<file path="config.mk">
export PLATFORM = sky130hd
export DESIGN_NAME = iagu_conv_baddr_flat
export DESIGN_NICKNAME = d
export VERILOG_FILES = /design/src/rtl/iagu_conv_baddr_if.sv /design/src/rtl/iagu_conv_baddr.sv /design/src/flat_wrapper.sv
export SDC_FILE = /design/constraint.sdc
export NUM_CORES = 1
export LEC_CHECK = 0
export ABC_CLOCK_PERIOD_IN_PS = 4200
export BUFFER_PORTS_ARGS = -buffer_cell sky130_fd_sc_hd__buf_4
export CELL_PAD_IN_SITES_DETAIL_PLACEMENT = 0
export CELL_PAD_IN_SITES_GLOBAL_PLACEMENT = 1
export CORE_ASPECT_RATIO = 0.7
export CORE_UTILIZATION = 46
export CTS_BUF_LIST = sky130_fd_sc_hd__clkbuf_2 sky130_fd_sc_hd__clkbuf_4 sky130_fd_sc_hd__clkbuf_8
export CTS_CLUSTER_DIAMETER = 40
export DETAILED_ROUTE_END_ITERATION = 12
export PLACE_DENSITY = 0.9
export SYNTH_ARGS = -nofsm -noshare
export SYNTH_HDL_FRONTEND = slang
export SYNTH_SLANG_ARGS = --single-unit
export TNS_END_PERCENT = 30
</file>
<file path="constraint.sdc">
create_clock -name i_clk -period 4.2 [get_ports i_clk]
set_input_delay 0 -clock i_clk [delete_from_list [all_inputs] [get_ports i_clk]]
set_output_delay 0 -clock i_clk [all_outputs]
set_load 0.05 [all_outputs]
</file>
<file path="src/rtl/iagu_conv_baddr_if.sv">
// rtl/iagu_conv_baddr_if.sv - group-descriptor handshake between address generator and group loader
interface iagu_conv_baddr_if #(
  parameter int ADDR_W = 12
) ();
  logic [ADDR_W-1:0] o_BaseAdder;
  logic [11:0]       o_InputCurCol;
  logic [1:0]        o_PartFlag;
  logic [3:0]        o_KerCol;
  logic [2:0]        o_LastColNum;
  logic              o_GroupStart;
  logic              i_GroupLoadEnd;
  logic              i_Fifo_REn;

  modport master (
    output o_BaseAdder, o_InputCurCol, o_PartFlag, o_KerCol, o_LastColNum, o_GroupStart,
    input  i_GroupLoadEnd, i_Fifo_REn
  );

  modport slave (
    input  o_BaseAdder, o_InputCurCol, o_PartFlag, o_KerCol, o_LastColNum, o_GroupStart,
    output i_GroupLoadEnd, i_Fifo_REn
  );
endinterface

</file>
<file path="src/rtl/iagu_conv_baddr.sv">
// rtl/iagu_conv_baddr.sv - convolution IOB base-address generator with group-descriptor FIFO
// Walks out row / kernel row / 7-column part / kernel column and queues one descriptor per step.
module iagu_conv_baddr #(
  parameter int ADDR_W     = 12,
  parameter int FIFO_DEPTH = 4
) (
  input  logic              i_clk,
  input  logic              i_rst,
  input  logic              i_AGUStart,
  input  logic [ADDR_W-1:0] i_IOB_Base,
  input  logic [7:0]        i_Input_XLength,
  input  logic [7:0]        i_OutXLength,
  input  logic [7:0]        i_OutRows,
  input  logic [3:0]        i_KerCol,
  input  logic [3:0]        i_KerRow,
  input  logic [1:0]        i_Stride,
  input  logic [1:0]        i_Pad,
  output logic              o_BaseAdderEndf,
  output logic              o_Busy,
  iagu_conv_baddr_if.master grp
);
  localparam int AW = $clog2(FIFO_DEPTH);
  localparam logic [AW:0]   CNT_ONE = 1;
  localparam logic [AW-1:0] PTR_ONE = 1;

  typedef enum logic [1:0] {IDLE, GEN, DRAIN, DONE} state_t;

  typedef struct packed {
    logic [ADDR_W-1:0] base;
    logic [7:0]        xlen;
    logic [7:0]        rows;
    logic [3:0]        kcol;
    logic [3:0]        krow;
    logic [1:0]        pad;
    logic [5:0]        nparts;
    logic [2:0]        lastlen;
    logic [9:0]        rstep;   // Stride*Input_XLength
    logic [4:0]        pstep;   // 7*Stride
  } cfg_t;

  typedef struct packed {
    logic [ADDR_W-1:0] base;
    logic [11:0]       col;
    logic [1:0]        flag;
    logic [3:0]        kc;
    logic [2:0]        lc;
  } desc_t;

  state_t            state_q, state_d;
  cfg_t              cfg_q, cfg_d;
  logic [7:0]        r_q, r_d;
  logic [3:0]        kr_q, kr_d;
  logic [5:0]        p_q, p_d;
  logic [3:0]        kc_q, kc_d;
  logic [11:0]       colb_q, colb_d;
  logic [ADDR_W-1:0] rowb_q, rowb_d;
  logic [ADDR_W-1:0] rowo_q, rowo_d;
  logic              issued_q, issued_d;
  logic [AW-1:0]     wr_q, wr_d, rd_q, rd_d;
  logic [AW:0]       fifo_cnt_q, fifo_cnt_d;
  desc_t             mem_q [FIFO_DEPTH];

  logic        empty, full, push, pop, gstart;
  logic        last_kc, last_p, last_kr, last_r;
  logic [5:0]  nparts_calc;
  logic [7:0]  npm1;
  logic [11:0] cur_col;
  desc_t       wdesc, head;

  assign empty  = (fifo_cnt_q == '0);
  assign full   = fifo_cnt_q[AW];
  assign pop    = grp.i_Fifo_REn && !empty && !i_AGUStart;
  assign push   = (state_q == GEN) && (!full || pop) && !i_AGUStart;
  assign gstart = ((state_q == GEN) || (state_q == DRAIN)) && !empty && grp.i_GroupLoadEnd
                  && !issued_q && !grp.i_Fifo_REn && !i_AGUStart;

  assign last_kc = (kc_q == cfg_q.kcol - 4'd1);
  assign last_p  = (p_q == cfg_q.nparts - 6'd1);
  assign last_kr = (kr_q == cfg_q.krow - 4'd1);
  assign last_r  = (r_q == cfg_q.rows - 8'd1);

  // 7*(n-1) as shift-subtract; modular 8-bit arithmetic still yields the 1..7 remainder
  assign nparts_calc = 6'((9'(i_OutXLength) + 9'd6) / 9'd7);
  assign npm1        = {2'b00, nparts_calc} - 8'd1;

  assign cur_col     = colb_q + {8'b0, kc_q};
  assign wdesc.base  = cfg_q.base + rowo_q + ADDR_W'(cur_col) - ADDR_W'(cfg_q.pad);
  assign wdesc.col   = cur_col;
  assign wdesc.flag  = {p_q == 6'd0, last_p};
  assign wdesc.kc    = kc_q;
  assign wdesc.lc    = last_p ? cfg_q.lastlen : 3'd7;

  assign head = mem_q[rd_q];

  assign grp.o_BaseAdder   = empty ? '0 : head.base;
  assign grp.o_InputCurCol = empty ? '0 : head.col;
  assign grp.o_PartFlag    = empty ? '0 : head.flag;
  assign grp.o_KerCol      = empty ? '0 : head.kc;
  assign grp.o_LastColNum  = empty ? '0 : head.lc;
  assign grp.o_GroupStart  = gstart;
  assign o_BaseAdderEndf   = (state_q == DONE);
  assign o_Busy            = (state_q == GEN) || (state_q == DRAIN);

  always_comb begin
    state_d    = state_q;
    cfg_d      = cfg_q;
    r_d        = r_q;
    kr_d       = kr_q;
    p_d        = p_q;
    kc_d       = kc_q;
    colb_d     = colb_q;
    rowb_d     = rowb_q;
    rowo_d     = rowo_q;
    issued_d   = issued_q;
    wr_d       = wr_q;
    rd_d       = rd_q;
    fifo_cnt_d = fifo_cnt_q;

    if (i_AGUStart) begin
      state_d       = GEN;
      cfg_d.base    = i_IOB_Base;
      cfg_d.xlen    = i_Input_XLength;
      cfg_d.rows    = i_OutRows;
      cfg_d.kcol    = i_KerCol;
      cfg_d.krow    = i_KerRow;
      cfg_d.pad     = i_Pad;
      cfg_d.nparts  = nparts_calc;
      cfg_d.lastlen = 3'(i_OutXLength - ((npm1 << 3) - npm1));
      cfg_d.rstep   = (i_Stride[0] ? {2'b00, i_Input_XLength} : 10'd0)
                    + (i_Stride[1] ? {1'b0, i_Input_XLength, 1'b0} : 10'd0);
      cfg_d.pstep   = {i_Stride, 3'b000} - {3'b000, i_Stride};
      r_d        = '0;
      kr_d       = '0;
      p_d        = '0;
      kc_d       = '0;
      colb_d     = '0;
      rowb_d     = '0;
      rowo_d     = '0;
      issued_d   = 1'b0;
      wr_d       = '0;
      rd_d       = '0;
      fifo_cnt_d = '0;
    end else begin
      if (pop) begin
        rd_d     = rd_q + PTR_ONE;
        issued_d = 1'b0;
      end else if (gstart) begin
        issued_d = 1'b1;
      end

      if (push && !pop)      fifo_cnt_d = fifo_cnt_q + CNT_ONE;
      else if (pop && !push) fifo_cnt_d = fifo_cnt_q - CNT_ONE;

      // Innermost kc, then part, then kernel row, then output row
      if (push) begin
        wr_d = wr_q + PTR_ONE;
        if (!last_kc) begin
          kc_d = kc_q + 4'd1;
        end else begin
          kc_d = '0;
          if (!last_p) begin
            p_d    = p_q + 6'd1;
            colb_d = colb_q + 12'(cfg_q.pstep);
          end else begin
            p_d    = '0;
            colb_d = '0;
            if (!last_kr) begin
              kr_d   = kr_q + 4'd1;
              rowo_d = rowo_q + ADDR_W'(cfg_q.xlen);
            end else begin
              kr_d = '0;
              if (last_r) begin
                state_d = DRAIN;
              end else begin
                r_d    = r_q + 8'd1;
                rowb_d = rowb_q + ADDR_W'(cfg_q.rstep);
                rowo_d = rowb_q + ADDR_W'(cfg_q.rstep);
              end
            end
          end
        end
      end

      if ((state_q == DRAIN) && empty && !issued_q) state_d = DONE;
    end
  end

  always_ff @(posedge i_clk) begin
    if (i_rst) begin
      state_q    <= IDLE;
      cfg_q      <= '0;
      r_q        <= '0;
      kr_q       <= '0;
      p_q        <= '0;
      kc_q       <= '0;
      colb_q     <= '0;
      rowb_q     <= '0;
      rowo_q     <= '0;
      issued_q   <= 1'b0;
      wr_q       <= '0;
      rd_q       <= '0;
      fifo_cnt_q <= '0;
    end else begin
      state_q    <= state_d;
      cfg_q      <= cfg_d;
      r_q        <= r_d;
      kr_q       <= kr_d;
      p_q        <= p_d;
      kc_q       <= kc_d;
      colb_q     <= colb_d;
      rowb_q     <= rowb_d;
      rowo_q     <= rowo_d;
      issued_q   <= issued_d;
      wr_q       <= wr_d;
      rd_q       <= rd_d;
      fifo_cnt_q <= fifo_cnt_d;
    end
  end

  // Storage needs no reset: the head is masked whenever the count is zero
  always_ff @(posedge i_clk) begin
    if (!i_rst && push) mem_q[wr_q] <= wdesc;
  end
endmodule

</file>
<file path="src/flat_wrapper.sv">
// flat-port wrapper written by rule: the top's interface ports become plain ports
module iagu_conv_baddr_flat 
#(
  parameter int ADDR_W     = 12,
  parameter int FIFO_DEPTH = 4
)
  (i_clk, i_rst, i_AGUStart, i_IOB_Base, i_Input_XLength, i_OutXLength, i_OutRows, i_KerCol, i_KerRow, i_Stride, i_Pad, o_BaseAdderEndf, o_Busy, grp_o_BaseAdder, grp_o_InputCurCol, grp_o_PartFlag, grp_o_KerCol, grp_o_LastColNum, grp_o_GroupStart, grp_i_GroupLoadEnd, grp_i_Fifo_REn);
  iagu_conv_baddr_if #(.ADDR_W(ADDR_W)) grp_i ();
  input  logic i_clk;
  input  logic i_rst;
  input  logic i_AGUStart;
  input  logic [ADDR_W-1:0] i_IOB_Base;
  input  logic [7:0] i_Input_XLength;
  input  logic [7:0] i_OutXLength;
  input  logic [7:0] i_OutRows;
  input  logic [3:0] i_KerCol;
  input  logic [3:0] i_KerRow;
  input  logic [1:0] i_Stride;
  input  logic [1:0] i_Pad;
  output logic o_BaseAdderEndf;
  output logic o_Busy;
  output wire logic [$bits(grp_i.o_BaseAdder)-1:0] grp_o_BaseAdder;
  output wire logic [$bits(grp_i.o_InputCurCol)-1:0] grp_o_InputCurCol;
  output wire logic [$bits(grp_i.o_PartFlag)-1:0] grp_o_PartFlag;
  output wire logic [$bits(grp_i.o_KerCol)-1:0] grp_o_KerCol;
  output wire logic [$bits(grp_i.o_LastColNum)-1:0] grp_o_LastColNum;
  output wire logic [$bits(grp_i.o_GroupStart)-1:0] grp_o_GroupStart;
  input wire logic [$bits(grp_i.i_GroupLoadEnd)-1:0] grp_i_GroupLoadEnd;
  input wire logic [$bits(grp_i.i_Fifo_REn)-1:0] grp_i_Fifo_REn;
  assign grp_o_BaseAdder = grp_i.o_BaseAdder;
  assign grp_o_InputCurCol = grp_i.o_InputCurCol;
  assign grp_o_PartFlag = grp_i.o_PartFlag;
  assign grp_o_KerCol = grp_i.o_KerCol;
  assign grp_o_LastColNum = grp_i.o_LastColNum;
  assign grp_o_GroupStart = grp_i.o_GroupStart;
  assign grp_i.i_GroupLoadEnd = grp_i_GroupLoadEnd;
  assign grp_i.i_Fifo_REn = grp_i_Fifo_REn;
  iagu_conv_baddr #(.ADDR_W(ADDR_W), .FIFO_DEPTH(FIFO_DEPTH)) u_core (.i_clk(i_clk), .i_rst(i_rst), .i_AGUStart(i_AGUStart), .i_IOB_Base(i_IOB_Base), .i_Input_XLength(i_Input_XLength), .i_OutXLength(i_OutXLength), .i_OutRows(i_OutRows), .i_KerCol(i_KerCol), .i_KerRow(i_KerRow), .i_Stride(i_Stride), .i_Pad(i_Pad), .o_BaseAdderEndf(o_BaseAdderEndf), .o_Busy(o_Busy), .grp(grp_i));
endmodule
</file>
== Word-level counts from Yosys, hierarchy flattened ==
Memory sizes are Yosys's and may differ from the RTL's. A register that Yosys moved wholly into a read port is not among the register bits.
Index checks and enable logic that the tools add are counted.

* Word-level logic and storage cells: 131
* Input bits: 53
* Bits in registers: 130
* Memories kept: 1
* RAM bits: 132

* Add/subtract/negate cells: 25
* Equality and inequality tests: 8
* Bitwise logic cells: 1
* Reduce and logical (&&, ||, !) cells: 45
* Divide/modulo/power cells: 1
* Muxes and demuxes: 27

{| class="wikitable"
|+ Memories
! memory !! depth !! width !! rd ports !! clocked after Yosys merged registers in !! write ports !! RTL line !! source
|-
| u_core.mem_q || 4 || 33 || 1 || 1 || 1 || iagu_conv_baddr.sv:61 || <nowiki>desc_t mem_q [FIFO_DEPTH];</nowiki>
|}

{| class="wikitable"
|+ Operators by type and width
! cell !! number
|-
| 12-bit 2-to-1 mux || 5
|-
| 12-bit adder || 2
|-
| 2-bit 2-to-1 mux || 9
|-
| 5-bit AND reduction || 3
|-
| 3-bit nonzero test || 5
|-
| 1-bit logical AND || 14
|-
| 12-bit by 10-bit adder with 12-bit output || 1
|-
| 12-bit by 4-bit adder with 12-bit output || 1
|-
| 12-bit by 5-bit adder with 12-bit output || 1
|-
| 12-bit by 8-bit adder with 12-bit output || 1
|-
| 3-bit 2-to-1 mux || 4
|-
| 4-bit 2-to-1 mux || 3
|-
| 2-bit nonzero test || 6
|-
| 12-bit by 2-bit subtractor with 12-bit output || 1
|-
| 10-bit adder || 1
|-
| 8-bit by 3-bit adder with 9-bit output (second input constant) || 1
|-
| 9-bit by 3-bit divider with 9-bit output (second input constant) || 1
|-
| 9-bit 2-to-1 mux || 1
|-
| 4-bit by 1-bit adder with 4-bit output (second input constant) || 2
|-
| 8-bit by 1-bit adder with 8-bit output (second input constant) || 1
|-
| 4-bit equality test || 2
|-
| 8-bit equality test || 1
|-
| 1-bit logical NOT || 8
|-
| 8-bit 2-to-1 mux || 1
|-
| 25 further kinds || 32
|}

== Logic depth before layout (Yosys ltp) ==
* Depth in word-level cells: 11
* Depth in mapped cells: 28
* Depth with buffers taken out: 25

== Worst setup path after synthesis ==
Ideal clock, no wire load.

* Path type: register to register
* Start point: register u_core.kc_q[0]
* End point: memory u_core.mem_q[0][32] in the netlist's numbering, data pin
* Arrival time: 3.912 ns
* Library setup time: 0.274 ns
* Required time: 3.926 ns
* Path slack: 0.014 ns
* Path buffers: 0
* Cell stages (with the launch flop): 18
* Cells stage by stage: dfxtp_1 ha_1 fa_1 fa_1 fa_1 ha_1 inv_1 fa_1 nor2b_1 o21ai_0 a21boi_0 o21ai_0 a21boi_0 o21ai_0 nand2b_1 a21o_1 a21oi_1 xnor2_1

{| class="wikitable"
|+ RTL lines
! element !! RTL line !! source
|-
| start, declared || iagu_conv_baddr.sv:54 || <nowiki>logic [3:0] kc_q, kc_d;</nowiki>
|-
| start signal, assigned || iagu_conv_baddr.sv:209 || <nowiki>kc_q <= kc_d;</nowiki>
|-
| end, declared || iagu_conv_baddr.sv:61 ||
|}

==> flow_metrics.env <==
export IMPL_ys_types=76
export IMPL_die_h_microns=149
export IMPL_clock_sinks=264
export IMPL_grt_pass1_vias=10100
export IMPL_antenna_left=0
export IMPL_start_kind="flop"
export IMPL_grt_usage_pct=20.8
export IMPL_met3WireLength_microns=1450
export IMPL_syn_nets=1466
export IMPL_antenna_found_initial=0
export IMPL_peakVddDrop_uv=207
export IMPL_synth_ff_latch_count=264
export IMPL_synth_adder_area_share_pct=9.85
export IMPL_avgViaCountPerCell=5.25
export IMPL_pin_count=89
export IMPL_hpwl_microns=22100
export IMPL_grt_overflow_total=0
export IMPL_place_inst=1803
export IMPL_cts_htree_levels=2
export IMPL_hold_class="in2reg"
export IMPL_m1WireLength_microns=15600
export IMPL_dieArea_sq_um=31500
export IMPL_wl_microns=32100
export IMPL_grt_max_degree=48
export IMPL_synth_enable_flop_cells=132
export IMPL_syn_area_per_cell_sq_um=10.8
export IMPL_seqCellArea_sq_um=6610
export IMPL_wl_per_cell_microns=16.5
export IMPL_p_leak_nw=6.76
export IMPL_worstHoldEndpoint="u_core.cfg_q[21]$_SDFFE_PP0P_"
export IMPL_path_clk_slew_ps=60
export IMPL_path_class="reg2reg"
export IMPL_post_route_period_util_pct=98.2
export IMPL_final_cells=1946
export IMPL_tightest_slew_ps=799
export IMPL_numCtsBuffers=45
export IMPL_synth_compound_area_share_pct=9.75
export IMPL_syn_inst=1313
export IMPL_synthFlopType="edfxtp_1"
export IMPL_fmaxAchievable_mhz=242
export IMPL_cp_arrival_ps=4520
export IMPL_top_layer="met4"
export IMPL_r2r_start="u_core.kc_q[1]$_SDFFE_PP0P_"
export IMPL_grt_setup_unrepaired="yes"
export IMPL_yosys_area_share_simple_pct=13.3
export IMPL_muxShareOfSynthArea_pct=9.36
export IMPL_synthArstFlopShare_pct=0
export IMPL_rows=53
export IMPL_whs_path_depth=5
export IMPL_syn_area_sq_um=14100
export IMPL_nets=1651
export IMPL_synth_top_family_by_area="simple AND/OR/NAND/NOR gates"
export IMPL_die_w_microns=212
export IMPL_num_fill_cells=2525
export IMPL_min_from="i_OutXLength[6]"
export IMPL_num_vias=10200
export IMPL_layout_commonest_cell="nor2_1"
export IMPL_ff2ff_path_depth=20
export IMPL_cap_violations=0
export IMPL_slew_headroom_pct=46.8
export IMPL_dpl_cell_area_sq_um=15400
export IMPL_drtPass1Iterations=5
export IMPL_rr_endpoint="u_core.mem_q[3][28]$_DFFE_PP_"
export IMPL_drtIter0Drc=618
export IMPL_clockBufferDepth=3
export IMPL_regToRegSetupSlack_ps=70
export IMPL_fin_skew_ps=19.9
export IMPL_multi_input_area_sq_um=6980
export IMPL_clockRootBuffer="clkbuf_8"
export IMPL_cp_required_ps=4600
export IMPL_crit_path_end_kind="flop"
export IMPL_cts_tree="done"
export IMPL_drv_slew=0
export IMPL_initial_utilization_pct=47.0
export IMPL_design_area_sq_um=17100
export IMPL_cp_max_fo=4
export IMPL_gp_congestion=0.880
export IMPL_diodes=0
export IMPL_grt_first_pass_wirelength_microns=51500
export IMPL_period_needed_ps=4130
export IMPL_yosysWarnings=0
export IMPL_seq_area_frac_synth_pct=46.7
export IMPL_port_buffers=88
export IMPL_fin_ws_ps=74.0
export IMPL_post_place_ws_ps=-202
export IMPL_wl_met2_microns=14600
export IMPL_drive_above_1_share_pct=19.6
export IMPL_mostFrequentLayoutCells="nor2_1 (154), buf_4 (141), edfxtp_1 (132), dfxtp_1 (128), inv_1 (108)"
export IMPL_power_density_nw_per_um2=367
export IMPL_worstSkewPairLatency_ps=570
export IMPL_drc_errors=0
export IMPL_outcome="complete, no violations"
export IMPL_coreArea_sq_um=30100
export IMPL_finalHoldViolCount=0
export IMPL_syn_to_final_growth_pct=21.0
export IMPL_finalSetupViolations=0
export IMPL_synth_xor_area_share_pct=6.31
worst max path at each step:
stage,startpoint,end,slack (ps)
after floorplan,u_core.kc_q[0]$_SDFFE_PP0P_,u_core.mem_q[0][32]$_DFFE_PP_,10
after global placement,u_core.colb_q[0]$_SDFFE_PP0P_,u_core.mem_q[0][32]$_DFFE_PP_,-120
after detailed placement,u_core.colb_q[0]$_SDFFE_PP0P_,u_core.mem_q[0][32]$_DFFE_PP_,-200
after CTS,u_core.colb_q[1]$_SDFFE_PP0P_,u_core.mem_q[1][31]$_DFFE_PP_,8
after global routing,u_core.kc_q[1]$_SDFFE_PP0P_,u_core.mem_q[0][32]$_DFFE_PP_,-110
final,u_core.kc_q[1]$_SDFFE_PP0P_,u_core.mem_q[3][28]$_DFFE_PP_,70
synth_stat cells, types with 8 or more instances:
library cell	number	share of area, %
nand3_1	32	1.1
nor2_1	155	4.1
a21boi_0	9	0.48
nor2b_1	14	0.62
nor3_1	19	0.67
o21ai_0	44	1.6
nand4_1	8	0.35
a211oi_1	16	0.85
nand2_1	55	1.5
edfxtp_1	132	28
a21oi_1	60	2.1
a31oi_1	8	0.35
xor2_1	37	2.3
dfxtp_1	132	19
and2_1	52	2.3
fa_1	19	2.7
buf_2	8	0.28
ha_1	81	7.2
and3_1	10	0.44
nand2b_1	15	0.66
mux2i_1	58	4.1
xnor2_1	63	3.9
inv_1	109	2.9
clkbuf_1	35	0.93
a21o_1	8	0.42
mux4_2	33	5.3
metal layers:
metal	global-route usage, %	vias up
li1	-	5000
met1	29.0	4962
met2	33.4	203
met3	3.78	49
met4	5.22	0
met5	0	-
repair_timing:
item,4_1_cts,5_1_grt
pin swaps,7,17
endpoints found under the hold margin,67,0
resized for setup,13,20
buffers inserted,6,1
hold buffers,53,0
endpoints found under the setup margin,12,20
cloned,0,0
power by group:
part	total [mW]	switching [mW]	internal, mW
Combinational	0.910	0.502	0.408
Sequential	2.83	0.0466	2.78
Clock	2.55	1.06	1.49
sequential cells by signal, indices dropped and copies added, names as in the netlist, named ones only:
name / count
u_core.mem_q: 132
u_core.cfg_q: 62
u_core.colb_q: 12
u_core.rowb_q: 12
u_core.rowo_q: 12
u_core.r_q: 8
u_core.p_q: 6
u_core.kc_q: 4
u_core.kr_q: 4
u_core.fifo_cnt_q: 3
u_core.rd_q: 2
u_core.state_q: 2
u_core.wr_q: 2
u_core.issued_q: 1
through the flow:
step	util, %	hold slack [ps]	total power [mW]	TNS [ps]
floorplan	-	147	3.47	0
global placement	51.2	232	3.69	-585
detailed placement	51.2	241	3.71	-1620
CTS	56.6	50.2	6.32	0
global route	56.9	96.0	6.56	-1150
finish	56.9	76.8	6.29	0
kinds of logic after synthesis:
family / count (synthesis)
DFF: 264
adders and majority gates: 100
and+or+nand+nor: 387
xor gates and xnor gates: 101
buffers and inverters: 166
muxes: 91
AOI/OAI and AO/OA: 204
area by class of cell:
type	count	area share [%]
well taps	412	3.01
flip-flops and latches	264	38.6
clock buffers	65	4.68
inverters	110	2.41
clock inverters	18	1.21
multi-input cells	883	40.8
repair buffers	194	9.28
critical path, stage by stage, from the launching register on:
cell	delay (ps)
dfxtp_1	380
ha_1	250
a21o_1	190
a21oi_2	230
nor2b_1	90
o21ai_2	190
buf_4	150
nor2_1	60
xor2_2	220
inv_1	80
ha_1	280
inv_1	60
fa_1	470
ha_1	350
a21boi_1	160
buf_4	140
buf_4	120
buf_4	120
buf_4	120
buf_4	120
nor2_2	180
Note: power is estimated with default switching activity, not from simulation.
